--- src/rtl/counter_block_pkg.sv ---
// counter_block_pkg: shared widths and types for the keystream counter block
package counter_block_pkg;
  localparam int WIDTH = 32;
  localparam int CNT_WIDTH = 16;
  typedef logic [WIDTH-1:0] ctr_t;
  typedef logic [CNT_WIDTH-1:0] blk_cnt_t;
endpackage

--- src/rtl/counter_block_next.sv ---
// counter_block_next: combinational next-counter mux/adder (load, increment, hold) and wrap condition; wrap_hit exists only with COUNTER_BLOCK_WRAP_DETECT_EN
// Ports: key, prev_value, enable, new_message in; counter_next out; wrap_hit out when wrap detection is built.
module counter_block_next
  import counter_block_pkg::*;
#(
  parameter int WIDTH = counter_block_pkg::WIDTH
) (
  input  logic [WIDTH-1:0] key,
  input  logic [WIDTH-1:0] prev_value,
  input  logic             enable,
  input  logic             new_message,
`ifdef COUNTER_BLOCK_WRAP_DETECT_EN
  output logic             wrap_hit,
`endif
  output logic [WIDTH-1:0] counter_next
);
  always_comb counter_next = !enable ? prev_value : new_message ? key : prev_value + WIDTH'(1);
`ifdef COUNTER_BLOCK_WRAP_DETECT_EN
  always_comb wrap_hit = enable && !new_message && (&prev_value);
`endif
endmodule

--- src/rtl/counter_block.sv ---
// counter_block: keystream counter generator with registered counter, saturating per-message block count and optional wrap pulse (COUNTER_BLOCK_WRAP_DETECT_EN)
// Ports: clk, rst_n (async active-low), key, prev_value, enable, new_message in; counter_next (comb), counter_q, block_cnt, wrap out.
module counter_block
  import counter_block_pkg::*;
#(
  parameter int WIDTH = counter_block_pkg::WIDTH,
  parameter int CNT_WIDTH = counter_block_pkg::CNT_WIDTH
) (
  input  logic                 clk,
  input  logic                 rst_n,
  input  logic [WIDTH-1:0]     key,
  input  logic [WIDTH-1:0]     prev_value,
  input  logic                 enable,
  input  logic                 new_message,
  output logic [WIDTH-1:0]     counter_next,
  output logic [WIDTH-1:0]     counter_q,
  output logic [CNT_WIDTH-1:0] block_cnt,
  output logic                 wrap
);
`ifdef COUNTER_BLOCK_WRAP_DETECT_EN
  logic wrap_hit;
`endif
  counter_block_next #(.WIDTH(WIDTH)) u_next (
    .key(key),
    .prev_value(prev_value),
    .enable(enable),
    .new_message(new_message),
`ifdef COUNTER_BLOCK_WRAP_DETECT_EN
    .wrap_hit(wrap_hit),
`endif
    .counter_next(counter_next)
  );
  always_ff @(posedge clk or negedge rst_n)
    if (!rst_n) begin
      counter_q <= '0;
      block_cnt <= '0;
    end else if (enable) begin
      counter_q <= counter_next;
      block_cnt <= new_message ? CNT_WIDTH'(1) : (&block_cnt) ? block_cnt : block_cnt + CNT_WIDTH'(1);
    end
`ifdef COUNTER_BLOCK_WRAP_DETECT_EN
  // wrap is a pulse, so it clears on the next edge even when enable is low
  always_ff @(posedge clk or negedge rst_n)
    if (!rst_n) wrap <= 1'b0;
    else wrap <= wrap_hit;
`else
  assign wrap = 1'b0;
`endif
endmodule

--- config.mk ---
export PLATFORM = sky130hd
export DESIGN_NAME = counter_block
export DESIGN_NICKNAME = d
export VERILOG_FILES = /design/src/rtl/counter_block_pkg.sv /design/src/rtl/counter_block_next.sv /design/src/rtl/counter_block.sv
export SDC_FILE = /design/constraint.sdc
export NUM_CORES = 1
export LEC_CHECK = 0
export ABC_AREA = 1
export CAP_MARGIN = 0
export CORE_ASPECT_RATIO = 0.8
export CORE_MARGIN = 2
export CORE_UTILIZATION = 45
export DETAILED_ROUTE_END_ITERATION = 16
export GPL_ROUTABILITY_DRIVEN = 0
export PLACE_DENSITY_LB_ADDON = 0.1
export SYNTH_ARGS = -nofsm -noshare
export SYNTH_HDL_FRONTEND = slang
export SYNTH_SLANG_ARGS = --single-unit
--- constraint.sdc ---
create_clock -name clk -period 2.4 [get_ports clk]
set_input_delay 0.6 -clock clk [delete_from_list [all_inputs] [get_ports clk]]
set_output_delay 0.6 -clock clk [all_outputs]
set_load 0.03 [all_outputs]
# [After elaboration in Yosys (flattened, before gate mapping)]
# Cells that the tools add are included.
[classes] addsub=2 mul=0 div=0 magnitude_cmp=0 n_eq_ne=1 n_shift=0 n_mux=4 bitwise=0 reduce_logical=2
[op_table] operator="$mux 32" n=2
[op_table] operator="$add 32x1->32 const B" n=1
[op_table] operator="$mux 16" n=2
[op_table] operator="$add 16x1->16 const B" n=1
[op_table] operator="$reduce_and 16->1" n=1
[op_table] operator="$ne 2x2->1 const B" n=1
[op_table] operator="$reduce_and 2->1" n=1
[word_totals] register_bits=48 latch_bits=0 ram_bits=0 rom_bits=0 in_bits=68 mem_count=0

# [Depth between registers and ports, before layout]
# Gate-level depths: netlist (run 1).
[logic_depth] word_depth=3 ltp_mapped=11 depth_no_buf=11

# [Hierarchy]
# Synthesis (run 1) repeated with hierarchy kept, for this count alone.
[hier_totals] hier_cells=678 area_unflattened_um2=3943.8
[by_module_without_submodules] module="counter_block" n_inst=1 cells_per_inst=281 area_each_um2=2252.2 seq_area_each_um2=1201.2
[by_module_without_submodules] module="counter_block_next" n_inst=1 cells_per_inst=397 area_each_um2=1691.6 seq_area_each_um2=0.0

# [Least setup slack after synthesis (run 1)]
# No wires, ideal clock.
[synth_timing] path_kind="input to output" startpoint="input prev_value[0]" endpoint="output counter_next[8]" arrival_ns=1.792 required_time_ns=1.800 setup_slack_ns=0.008 stages=7 path_buffers=0 cell_sequence="ha_1 nand2_1 nor2_4 nand2_2 xor2_1 o21ai_0 o21ai_0"
[synth_between] elab_chain_cells=3
[synth_lines] item="start, declared" line_no="counter_block.sv:12" source="input logic [WIDTH-1:0] prev_value,"
[synth_lines] item="$add 32x1->32" line_no="counter_block_next.sv:17" source="always_comb counter_next = !enable ? prev_value : new_message ? key : prev_value + WIDTH'(1);"
[synth_lines] item="$mux 32 (2 in series)" line_no="counter_block_next.sv:17"
[synth_lines] item="end, declared" line_no="counter_block.sv:15" source="output logic [WIDTH-1:0] counter_next,"
# Every way passes these cells.

# [Worst setup path after layout (run 1)]
[layout_timing] startpoint="input prev_value[0]" endpoint="output counter_next[18]"
# Same word-level chain as after synthesis.

==> results.md, run 1 <==
- Status: finished, violations left
- Violated checks: negative setup slack
- Endpoint of the worst-slack reg-to-reg timing path: block_cnt[12]
- Num CTS Buffers: 5
- Count of mapped cells out of synthesis: 648
- Ratio of total power to cell area: about 400 nW/um^2
- Synth warn: 0
- Final Max Slew Viols: 0
- Count of final hold-check violations: 0
- Synthesis-stage register bit count: 48
- Finished Cell Area: between 6000 and 7000 um^2
- Global-route track usage on met1: 0.416
- Final setup skew: 0.0149 ns
- Antenna violations before repair: 0
- Std-Cell Rows: 29
- Post-synthesis net count: 718
- Commonest cells after routing, fill and taps aside: 229 x sky130_fd_sc_hd__nand2_1, 136 x sky130_fd_sc_hd__buf_4, 90 x sky130_fd_sc_hd__nor2_1, 81 x sky130_fd_sc_hd__clkdlybuf4s50_1, 48 x sky130_fd_sc_hd__dfrtp_1
- Number of levels the H-tree was split into: 2
- Number of unique standard cell types used by synthesis: 29
- Crit Path Max Fanout: 5
- Most repeated library cell on the critical path: sky130_fd_sc_hd__nand2_1
- Die Height: 86.2 um
- Total chip power: 0.00280 W
- Share of synthesized area occupied by flip-flops and latches: 0.316
- Maximum buffer depth of the clock tree: 2
- Source of the worst register-to-register timing path: block_cnt[0]
- Wire length of the first global-routing pass: 24300 um
- Max-cap violations: 0
- Transition time at the pin with the least slew margin: 0.598 ns
- Bufs and invs on worst path: 3
- Via count: 5725
- Commonest non-fill, non-tap cell in the layout: sky130_fd_sc_hd__nand2_1
- Root buffer selected by CTS: sky130_fd_sc_hd__clkbuf_8
- Width of the die: between 100 and 150 um
- Category of the critical setup timing path: input pin to output port
- CTS sink count: 48
- Final #Nets: 987
- Number of enable-type register cells in the synthesized netlist: 0
- Setup repair after global routing missed its margin: yes
- Final period utilization: 1.08
- Relative slew margins: 0.602
- WHS: around 0.27 ns
- Remaining number of nets flagged by the antenna check after routing: 0
- Area added between synthesis and finish: 83.4%
- Residual overflow from global routing: 0
- Static power due to leakage: 3.42 nW
- Number of DRC markers after the initial detailed-route iteration: just under 500
- End-of-flow core utilization: 0.865
- Min setup slack post-route: -0.192 ns
- Number of endpoints failing setup at the final stage: 25
- Number of antenna cells inserted: 0
- Netlist area before placement: 3800 um^2
- Number of global-route vias before repair: 5129
- Worst setup path startpoint: prev_value[0]
- Number of detailed-routing iterations run before antenna repair: 5
- Overall routing resource usage: 0.330
- Number of vias per cell: 5.58
- Clock transition at the registers of the reported paths: 0.12 ns
- Prevailing post-synth register cell: sky130_fd_sc_hd__dfrtp_1
- Element type at the critical path end: output port
- Met2 Usage GRT: 0.569
- Floorplan die area: between 9000 and 10000 um^2
- Fraction of met3 tracks used by global routing: 0.0692
- Share of cells above drive strength 1: 0.354
- Type of origin of the critical path: input pin
- Largest net degree at the start of global routing: 29
- Clock latency at the later pin of the worst-skew pair: 0.32 ns
- Number of port buffers: 147
- R2R setup slack: 0.44 ns
- Timing endpoint of the critical path: counter_next[18]
- Busiest grt layer: met2
- Depth of the critical timing path with buffers and inverters included: 14
- Area leader, netlist: sky130_fd_sc_hd__dfrtp_1
- Max VDD drop: 0.409 mV
- Highest clock frequency the design can meet: 386 MHz
- Classification of the worst-slack hold path: input pin to async pin
- Data required time of the critical path: 1.80 ns
- Cells on worst reg2reg path: 10
- Total Wirelength: 18200 um
- Detail-routed net length per standard cell: ~18 um
- TritonCTS clock tree: yes
- Detailed-route DRC error count: 0
- Boundary pin count: 149
- Final HPWL from detailed placement: 10300 um
- Data arrival time of the worst path: 1.99 ns
- Sequence of cells on the critical path: buf_8, ha_4, nand2_4, nor2_4, nand2_2, buf_6, nor2_4, nand2_1, nand2_1, nand2_1, nand2_1, nand2_2, nand2_2, buf_6
- Area share of the largest cell type after synthesis: 0.316
- Max stage delay cell, worst path: sky130_fd_sc_hd__buf_6
- Count of hold buffers inserted by post-cts repair: 0
- FFs w/ async S/R, synth: 1.00
- Total cell area at the placement stage: 5870 um^2
- Dominant cells by area after synthesis: sky130_fd_sc_hd__dfrtp_1 32%, sky130_fd_sc_hd__nand2_1 27%, sky130_fd_sc_hd__nor2_1 12%, sky130_fd_sc_hd__nand3_1 6.3%, sky130_fd_sc_hd__inv_1 4.7%
- Area of the placeable core: around 8100 um^2
- Worst path max stage delay: 0.15 ns
- Clock period minus final worst setup slack: 2.59 ns
- Starting density of the core: 0.472
- Average footprint of a synthesized cell: between 5 and 6 um^2
- Cell type group with the largest total delay on the critical path: simple AND/OR/NAND/NOR gates
==> per-layer routing <==
metal	up-vias	routed length, um
li1	2540	-
met1	2657	6640
met2	423	8710
met3	105	1850
met4	0	971
met5	-	0
==> worst min-delay path by stage <==
stage,slack (ns),endpoint,cells after the start,startpoint
detailed placement,0.47,counter_q[17],2,counter_q[17]
global placement,0.46,counter_q[10],2,counter_q[10]
finish,0.27,block_cnt[3],1,rst_n
floorplan,0.30,block_cnt[0],0,rst_n
CTS,0.29,block_cnt[3],1,rst_n
global route,0.30,block_cnt[3],1,rst_n
==> cell type report <==
cell class	count	area (um^2)
clock buffer	5	68.8
clock inverter	3	46.3
fill	438	1080
inverter	49	191
multi-input combinational	530	2790
sequential	48	1200
tap	108	135
timing repair buffer	281	2530
timing repair inverter	2	12.5
==> registers in the layout, summed over array words and instances (netlist names) <==
signal / flops
block_cnt: 16
counter_q: 32
==> worst register-to-register path: stages, from the launching register on <==
cell and delay (ns):
sky130_fd_sc_hd__dfrtp_1 0.45, sky130_fd_sc_hd__ha_1 0.25, sky130_fd_sc_hd__inv_1 0.11, sky130_fd_sc_hd__nor2_4 0.16, sky130_fd_sc_hd__nand2_2 0.09, sky130_fd_sc_hd__nor3_2 0.12, sky130_fd_sc_hd__nand2_1 0.11, sky130_fd_sc_hd__nand2_4 0.26
sky130_fd_sc_hd__inv_1 0.17, sky130_fd_sc_hd__nand2_1 0.10, sky130_fd_sc_hd__nand2_1 0.04
==> cell usage after synthesis, types with 2 or more instances <==
cell type / instances
sky130_fd_sc_hd__nand4_1: 4
sky130_fd_sc_hd__xnor2_1: 5
sky130_fd_sc_hd__nand3_1: 48
sky130_fd_sc_hd__inv_1: 48
sky130_fd_sc_hd__ha_1: 2
sky130_fd_sc_hd__buf_1: 2
sky130_fd_sc_hd__nand2_2: 3
sky130_fd_sc_hd__o21bai_1: 3
sky130_fd_sc_hd__buf_2: 4
sky130_fd_sc_hd__nor2_4: 4
sky130_fd_sc_hd__dfrtp_1: 48
sky130_fd_sc_hd__nor2_2: 3
sky130_fd_sc_hd__nor2_1: 125
sky130_fd_sc_hd__o21ai_0: 31
sky130_fd_sc_hd__nor3_1: 2
sky130_fd_sc_hd__nand2_1: 277
sky130_fd_sc_hd__xor2_1: 11
sky130_fd_sc_hd__clkbuf_1: 12
sky130_fd_sc_hd__o21ai_2: 6
==> through the flow <==
step,instances,TNS (ns),setup WS (ns)
5_1_grt,1026,-3.79,-0.315
3_3_place_gp,966,-21.52,-0.872
4_1_cts,1008,-1.16,-0.115
2_1_floorplan,648,0,0.00780
3_5_place_dp,966,-25.13,-1.08
6_report,1026,-1.96,-0.192
==> timing repair <==
| item | 4_1_cts | 5_1_grt |
|---|---|---|
| endpoints found under the setup margin | 37 | 34 |
| setup buffers | 31 | 18 |
| gates cloned | 3 | 1 |
| pin swaps | 46 | 61 |
| resized for setup | 239 | 142 |
==> cells by family after synthesis <==
logic type                 after synthesis  synth area share
and+or+nand+nor                        470             0.500
buffers and inverters                   70            0.0777
DFF                                     48             0.316
AOI/OAI and AO/OA                       41            0.0619
xor gates and xnor gates                16            0.0369
adders and majority gates                2           0.00658
other                                    1          0.000987
==> power by group <==
group | total, W | leakage (nW) | switching [W] | internal (W)
logic | 0.00123 | 2.76 | 0.000695 | 0.000538
clock network | 0.000642 | 0.0548 | 0.000327 | 0.000315
registers | 0.000926 | 0.603 | 0.0000524 | 0.000873
total | 0.00280 | 3.42 | 0.00107 | 0.00173
No activity file was read; power rests on OpenSTA's default activity.
==> run 2: changes to the inputs <==
Settings changed: RECOVER_POWER set to 100.
==> results.md, run 2 (synthesis results as in run 1) <==
- Category of the critical setup timing path: input pin to output port
- Maximum buffer depth of the clock tree: 2
- Type of origin of the critical path: input pin
- Cell type group with the largest total delay on the critical path: simple AND/OR/NAND/NOR gates
- Relative slew margins: 0.0943
- Setup repair after global routing missed its margin: yes
- Number of global-route vias before repair: 5129
- Classification of the worst-slack hold path: flip-flop to flip-flop
- Register ranked first by flip-flop count: counter_q
- Violated checks: negative setup slack
- Status: finished, violations left
- Number of flip-flops in the largest register: 32
- Root buffer selected by CTS: sky130_fd_sc_hd__clkbuf_8
- Highest clock frequency the design can meet: 386 MHz
- Number of DRC markers after the initial detailed-route iteration: roughly 490
- Die Height: ~86 um
- Std-Cell Rows: 29
- Total cell area at the placement stage: about 5900 um^2
- Ratio of total power to cell area: 402 nW/um^2
- Number of antenna cells inserted: 0
- Final Max Slew Viols: 0
- Number of detailed-routing iterations run before antenna repair: 7
- Number of port buffers: 147
- Commonest non-fill, non-tap cell in the layout: sky130_fd_sc_hd__nand2_1
- Number of vias per cell: roughly 5.5
- Max stage delay cell, worst path: sky130_fd_sc_hd__buf_6
- Sequence of cells on the critical path: buf_8, ha_4, nand2_4, nor2_4, nand2_2, buf_6, nor2_4, nand2_1, nand2_1, nand2_1, nand2_1, nand2_2, nand2_2, buf_6
- Total chip power: 0.00280 W
- Min setup slack post-route: -0.192 ns
- Starting density of the core: 0.472
- Number of levels the H-tree was split into: 2
- Total Neg Setup Slack: -1.93 ns
- Crit Path Max Fanout: 5
- Total Wirelength: around 18000 um
- Clock transition at the registers of the reported paths: 0.10 ns
- Overall routing resource usage: 0.330
- Data arrival time of the worst path: 1.99 ns
- Boundary pin count: 149
- Detail-routed net length per standard cell: 17.7 um
- Area of the placeable core: 8060 um^2
- Largest net degree at the start of global routing: 29
- Width of the die: 107 um
- Num CTS Buffers: 5
- Wire length of the first global-routing pass: 24300 um
- Count of final hold-check violations: 0
- Count of hold buffers inserted by post-cts repair: 0
- Bufs and invs on worst path: 3
- Transition time at the pin with the least slew margin: 1.36 ns
- Max-cap violations: 0
- Max VDD drop: ~0.41 mV
- Final #Nets: 987
- Most repeated library cell on the critical path: sky130_fd_sc_hd__nand2_1
- Element type at the critical path end: output port
- CTS sink count: 48
- Antenna violations before repair: 0
- Final period utilization: 1.08
- Finished Cell Area: 6960 um^2
- TritonCTS clock tree: yes
- Worst path max stage delay: about 0.15 ns
- Clock period minus final worst setup slack: between 2 and 3 ns
- Final setup skew: 0.0156 ns
- Number of endpoints failing setup at the final stage: 24
- Clock latency at the later pin of the worst-skew pair: 0.32 ns
- Via count: between 5000 and 6000
- Largest registers in the final layout: counter_q: 32 flops, block_cnt: 16 flops
- Area added between synthesis and finish: 83.0%
- Floorplan die area: 9200 um^2
- Residual overflow from global routing: 0
- Detailed-route DRC error count: 0
- Remaining number of nets flagged by the antenna check after routing: 0
- Share of cells above drive strength 1: 0.353
- Commonest cells after routing, fill and taps aside: 229 x sky130_fd_sc_hd__nand2_1, 136 x sky130_fd_sc_hd__buf_4, 90 x sky130_fd_sc_hd__nor2_1, 81 x sky130_fd_sc_hd__clkdlybuf4s50_1, 48 x sky130_fd_sc_hd__dfrtp_1
- Final HPWL from detailed placement: roughly 10000 um
- Data required time of the critical path: 1.80 ns
- Static power due to leakage: 3.41 nW
==> run 2: changes by cell type in the layout (fill, tap and decap cells not counted) <==
cell / before / now
sky130_fd_sc_hd__buf_12: 3 / 2
sky130_fd_sc_hd__clkbuf_2: 7 / 8
sky130_fd_sc_hd__buf_2: 7 / 6
sky130_fd_sc_hd__clkbuf_1: 0 / 1
==> run 2: worst register-to-register path, stage by stage (launching register included) <==
cell	delay (ns)
sky130_fd_sc_hd__dfrtp_1	0.46
sky130_fd_sc_hd__ha_1	0.25
sky130_fd_sc_hd__inv_1	0.11
sky130_fd_sc_hd__nor2_4	0.16
sky130_fd_sc_hd__nand2_2	0.09
sky130_fd_sc_hd__nor3_2	0.12
sky130_fd_sc_hd__nand2_1	0.11
sky130_fd_sc_hd__nand2_4	0.26
sky130_fd_sc_hd__inv_1	0.17
sky130_fd_sc_hd__nand2_1	0.10
sky130_fd_sc_hd__nand2_1	0.04
==> run 2: path summary, 6_finish.rpt <==
check,startpoint,to,slack (ns),depth (start not counted)
setup / recovery,prev_value[0],counter_next[18],-0.19,14
hold / removal,counter_q[12],counter_q[12],0.49,2
setup reg to reg,block_cnt[0],block_cnt[12],0.44,10
hold reg to reg,counter_q[12],counter_q[12],0.49,2
max in group asynchronous,rst_n,counter_q[0],0.42,2
min in group asynchronous,rst_n,block_cnt[3],0.56,1
==> run 2: area by class of cell <==
class | instances | area [um^2]
Sequential cell | 48 | 1200
Fill cell | 438 | 1100
Tap cell | 108 | 135
Timing Repair Buffer | 281 | 2510
Clock buffer | 5 | 68.8
Multi-Input combinational cell | 530 | 2790
Inverter | 49 | 191
Clock inverter | 3 | 46.3
Timing Repair inverter | 2 | 12.5
==> run 2: stage by stage <==
stage / std cells / hold WS, ns / util / setup WS (ns)
2_1_floorplan: 648 / 0.304 / - / 0.00780
3_3_place_gp: 966 / 0.462 / 0.729 / -0.872
3_5_place_dp: 966 / 0.468 / 0.729 / -1.08
4_1_cts: 1008 / 0.287 / 0.815 / -0.115
5_1_grt: 1026 / 0.509 / 0.863 / -0.315
6_report: 1026 / 0.494 / 0.863 / -0.192
==> run 2: repair_timing <==
action | in CTS | in global routing
setup buffers | 31 | 18
gates cloned | 3 | 1
endpoints found under the setup margin | 37 | 34
resized for setup | 239 | 142
pin swaps | 46 | 61
==> run 2: layer usage <==
metal | global-route usage | vias up | wire (um)
met4 | 0.107 | 0 | 973
met2 | 0.569 | 400 | 8700
li1 | - | 2537 | -
met1 | 0.416 | 2644 | 6780
met3 | 0.0692 | 101 | 1720
met5 | 0 | - | 0
==> run 2: where the power goes <==
part	leakage, nW	internal (W)	switching (W)
clock	0.0548	0.000315	0.000325
combinational	2.75	0.000535	0.000696
sequential	0.603	0.000873	0.0000526
==> run 3: changes to the inputs <==
Settings changed: SETUP_SLACK_MARGIN set to 0.4.
==> results.md, run 3 <==
- Status: stopped before the end
- Terminating stage of the flow: global routing (5_1_grt)
- Stop Error: [ERROR DPL-0038] Utilization greater than 100%, impossible to legalize
- Leading cell types by count after synthesis: 277 x sky130_fd_sc_hd__nand2_1, 125 x sky130_fd_sc_hd__nor2_1, 48 x sky130_fd_sc_hd__dfrtp_1, 48 x sky130_fd_sc_hd__inv_1, 48 x sky130_fd_sc_hd__nand3_1
- Number of enable-type register cells in the synthesized netlist: 0
- Netlist area before placement: 3800 um^2
- Count of mapped cells out of synthesis: approximately 650
- Final HPWL from detailed placement: roughly 11000 um
- Count of hold buffers inserted by post-cts repair: 0
- Number of levels the H-tree was split into: 2
- Top-count cell post-synth: sky130_fd_sc_hd__nand2_1
- Width of the die: 107 um
- Prevailing post-synth register cell: sky130_fd_sc_hd__dfrtp_1
- Share of synthesized area occupied by flip-flops and latches: 0.316
- Area share of the largest cell type after synthesis: 0.316
- Synthesis-stage register bit count: 48
- Average footprint of a synthesized cell: a little under 6 um^2
- Area leader, netlist: sky130_fd_sc_hd__dfrtp_1
- Num CTS Buffers: 5
- Total cell area at the placement stage: between 6000 and 7000 um^2
- Maximum buffer depth of the clock tree: 2
- Number of port buffers: roughly 150
- Synth warn: 0
- DP Worst Slack: -0.831 ns
- Dominant cells by area after synthesis: sky130_fd_sc_hd__dfrtp_1 32%, sky130_fd_sc_hd__nand2_1 27%, sky130_fd_sc_hd__nor2_1 12%, sky130_fd_sc_hd__nand3_1 6.3%, sky130_fd_sc_hd__inv_1 4.7%
- Root buffer selected by CTS: sky130_fd_sc_hd__clkbuf_8
- Die Height: 86.2 um
- Boundary pin count: 149
- Worst endpoint after global-route timing repair: counter_next[18]
- Starting density of the core: 0.472
- CTS sink count: 48
- FFs w/ async S/R, synth: 1.00
- Post-synthesis net count: 718
- Number of unique standard cell types used by synthesis: 29
- Largest net degree at the start of global routing: a little under 50
- Worst endpoint kind after the last repair: top-level output
- Std-Cell Rows: 29
==> run 3: cell counts after synthesis <==
Identical to the previous run, type by type.
==> run 3: logic make-up after synthesis <==
| logic type | Yosys count | synth area share |
|---|---|---|
| AOI/OAI and AO/OA | 41 | 0.0619 |
| xor gates and xnor gates | 16 | 0.0369 |
| adders and majority gates | 2 | 0.00658 |
| buffers and inverters | 70 | 0.0777 |
| DFF | 48 | 0.316 |
| other | 1 | 0.000987 |
| and+or+nand+nor | 470 | 0.500 |
==> run 3: through the flow <==
stage	std cells	TNS [ns]
after floorplan	648	0
after global placement	970	-16.98
after detailed placement	970	-20.15
after CTS	1065	-0.356
==> run 3: repair_timing <==
action	in CTS
gates cloned	1
pin swaps	82
buffers inserted	86
resized for setup	388
endpoints found under the setup margin	85
==> run 4: changes to the inputs <==
Settings changed: CORE_ASPECT_RATIO 0.8 to not set, CORE_UTILIZATION 45 to 35, PLACE_DENSITY_LB_ADDON 0.1 to 0.15, SETUP_SLACK_MARGIN 0.4 to not set.
==> results.md, run 4 (synthesis results as in run 1) <==
- Via count: 5080
- Number of levels the H-tree was split into: 2
- Num CTS Buffers: 5
- Share of cells above drive strength 1: 0.369
- Commonest non-fill, non-tap cell in the layout: sky130_fd_sc_hd__nand2_1
- Total Neg Setup Slack: -1.52 ns
- Most repeated library cell on the critical path: sky130_fd_sc_hd__nand2_2
- Total Wirelength: 14600 um
- Number of port buffers: 147
- Ratio of total power to cell area: about 390 nW/um^2
- Commonest cells after routing, fill and taps aside: 226 x sky130_fd_sc_hd__nand2_1, 133 x sky130_fd_sc_hd__buf_4, 87 x sky130_fd_sc_hd__nor2_1, 81 x sky130_fd_sc_hd__clkdlybuf4s50_1, 48 x sky130_fd_sc_hd__dfrtp_1
- Boundary pin count: 149
- CTS sink count: 48
- Width of the die: 108 um
- Endpoint of the worst-slack reg-to-reg timing path: block_cnt[5]
- Final setup skew: 0.00954 ns
- Crit Path Max Fanout: 6
- Clock period minus final worst setup slack: 2.51 ns
- Category of the critical setup timing path: input pin to output port
- Total chip power: 0.00273 W
- Depth of the critical timing path with buffers and inverters included: 12
- Count of final hold-check violations: 0
- Final #Nets: slightly below 1000
- Data arrival time of the worst path: roughly 1.9 ns
- Clock latency at the later pin of the worst-skew pair: 0.32 ns
- Highest clock frequency the design can meet: 398 MHz
- Largest registers in the final layout: counter_q: 32 flops, block_cnt: 16 flops
- Max stage delay cell, worst path: sky130_fd_sc_hd__xor2_1
- Register ranked first by flip-flop count: counter_q
- Switching share of total power: 0.369
- Setup repair after global routing missed its margin: yes
- Min setup slack post-route: -0.114 ns
- Internal cell power: 0.00172 W
- Std-Cell Rows: 38
- NetSw: 0.00101 W
- Type of origin of the critical path: input pin
- Number of flip-flops in the largest register: 32
- Final Max Slew Viols: 0
- Largest net degree at the start of global routing: 50
- Worst path max stage delay: 0.17 ns
- Number of DRC markers after the initial detailed-route iteration: 201
- Floorplan die area: 11700 um^2
- Worst setup path startpoint: prev_value[0]
- Timing endpoint of the critical path: counter_next[10]
- Static power due to leakage: roughly 3.4 nW
- Data required time of the critical path: about 1.8 ns
- Relative slew margins: 0.0190
- WHS: roughly 0.49 ns
- Number of detailed-routing iterations run before antenna repair: 5
- Antenna violations before repair: 1
- Remaining number of nets flagged by the antenna check after routing: 0
- TritonCTS clock tree: yes
- Clock transition at the registers of the reported paths: 0.09 ns
- Flop pwr share: 0.336
- Number of vias per cell: 4.78
- Source of the worst register-to-register timing path: block_cnt[0]
- Fraction of power consumed by the clock network: 0.233
- Status: finished, violations left
- Maximum buffer depth of the clock tree: 2
- Max-cap violations: 0
- Residual overflow from global routing: 0
- Final period utilization: 1.05
- Detailed-route DRC error count: 0
- Classification of the worst-slack hold path: flip-flop to flip-flop
- Area added between synthesis and finish: 85.1%
- Cell type group with the largest total delay on the critical path: simple AND/OR/NAND/NOR gates
- End-of-flow core utilization: 0.658
- Area of the placeable core: ~11000 um^2
- Starting density of the core: 0.355
- Root buffer selected by CTS: sky130_fd_sc_hd__clkbuf_8
- R2R setup slack: 0.66 ns
- Transition time at the pin with the least slew margin: 1.47 ns
- Detail-routed net length per standard cell: 13.8 um
- Sequence of cells on the critical path: buf_8, ha_4, nand2_4, nor2_4, nand2_2, buf_6, nor2_4, xor2_1, nand2_1, nand2_2, nand2_2, buf_6
- Violated checks: negative setup slack
- Cells on worst reg2reg path: 10
- Overall routing resource usage: 0.243
- Number of global-route vias before repair: 4853
- Number of endpoints failing setup at the final stage: 23
- Bufs and invs on worst path: 3
- Final HPWL from detailed placement: slightly above 10000 um
- Comb pwr share: 0.431
- Max VDD drop: approximately 0.24 mV
- Element type at the critical path end: output port
- Die Height: 108 um
- Wire length of the first global-routing pass: 22600 um
run 4: worst min-delay path by stage:
stage                     slack [ns]  cells after the start           from             to
after global placement          0.46                      2  counter_q[31]  counter_q[31]
after detailed placement        0.46                      2  counter_q[19]  counter_q[19]
after floorplan                 0.30                      0          rst_n   block_cnt[0]
after global routing            0.52                      2  counter_q[13]  counter_q[13]
after CTS                       0.29                      1          rst_n   block_cnt[5]
final                           0.49                      2  counter_q[19]  counter_q[19]
run 4: tightest hold or removal path, stage by stage (launching register included):
cell	delay (ns)
sky130_fd_sc_hd__dfrtp_1	0.35
sky130_fd_sc_hd__nand2_1	0.05
sky130_fd_sc_hd__nand2_1	0.05
run 4: timing repair:
| item | CTS | global route |
|---|---|---|
| pin swaps | 55 | 55 |
| gates cloned | 1 | 0 |
| resized for setup | 235 | 126 |
| hold buffers | 0 | 0 |
| setup endpoints to repair | 32 | 33 |
| setup buffers | 24 | 18 |
run 4: power groups by stage:
| stage | logic (W) | clock network (W) | registers [W] |
|---|---|---|---|
| 2_1_floorplan | 0.000347 | 0 | 0.00106 |
| 3_3_place_gp | 0.00101 | 0 | 0.000931 |
| 3_5_place_dp | 0.00101 | 0 | 0.000931 |
| 4_1_cts | 0.00110 | 0.000653 | 0.000918 |
| 5_1_grt | 0.00126 | 0.000684 | 0.000926 |
| 6_report | 0.00118 | 0.000637 | 0.000917 |
run 4: layout make-up:
cell class | instances | area, um^2
timing repair buffer | 286 | 2540
tap | 140 | 175
inverter | 49 | 194
antenna | 1 | 2.50
clock buffer | 5 | 68.8
multi-input combinational | 530 | 2810
clock inverter | 3 | 47.5
fill | 942 | 3660
sequential | 48 | 1200
run 4: metrics by stage:
step,std cells,cell area [um^2],worst slack (ns)
floorplan,648,3800,0.00780
global placement,1010,6020,-0.868
detailed placement,1010,6020,-0.876
CTS,1043,6660,-0.128
global route,1061,7030,-0.212
finish,1062,7040,-0.114
run 4: metal layers:
metal | GRT usage | vias to the layer above | wire length, um
met5 | 0 | - | 0
met4 | 0.0833 | 0 | 348
met3 | 0.0524 | 25 | 829
met2 | 0.429 | 162 | 7370
met1 | 0.291 | 2354 | 6100
li1 | - | 2539 | -
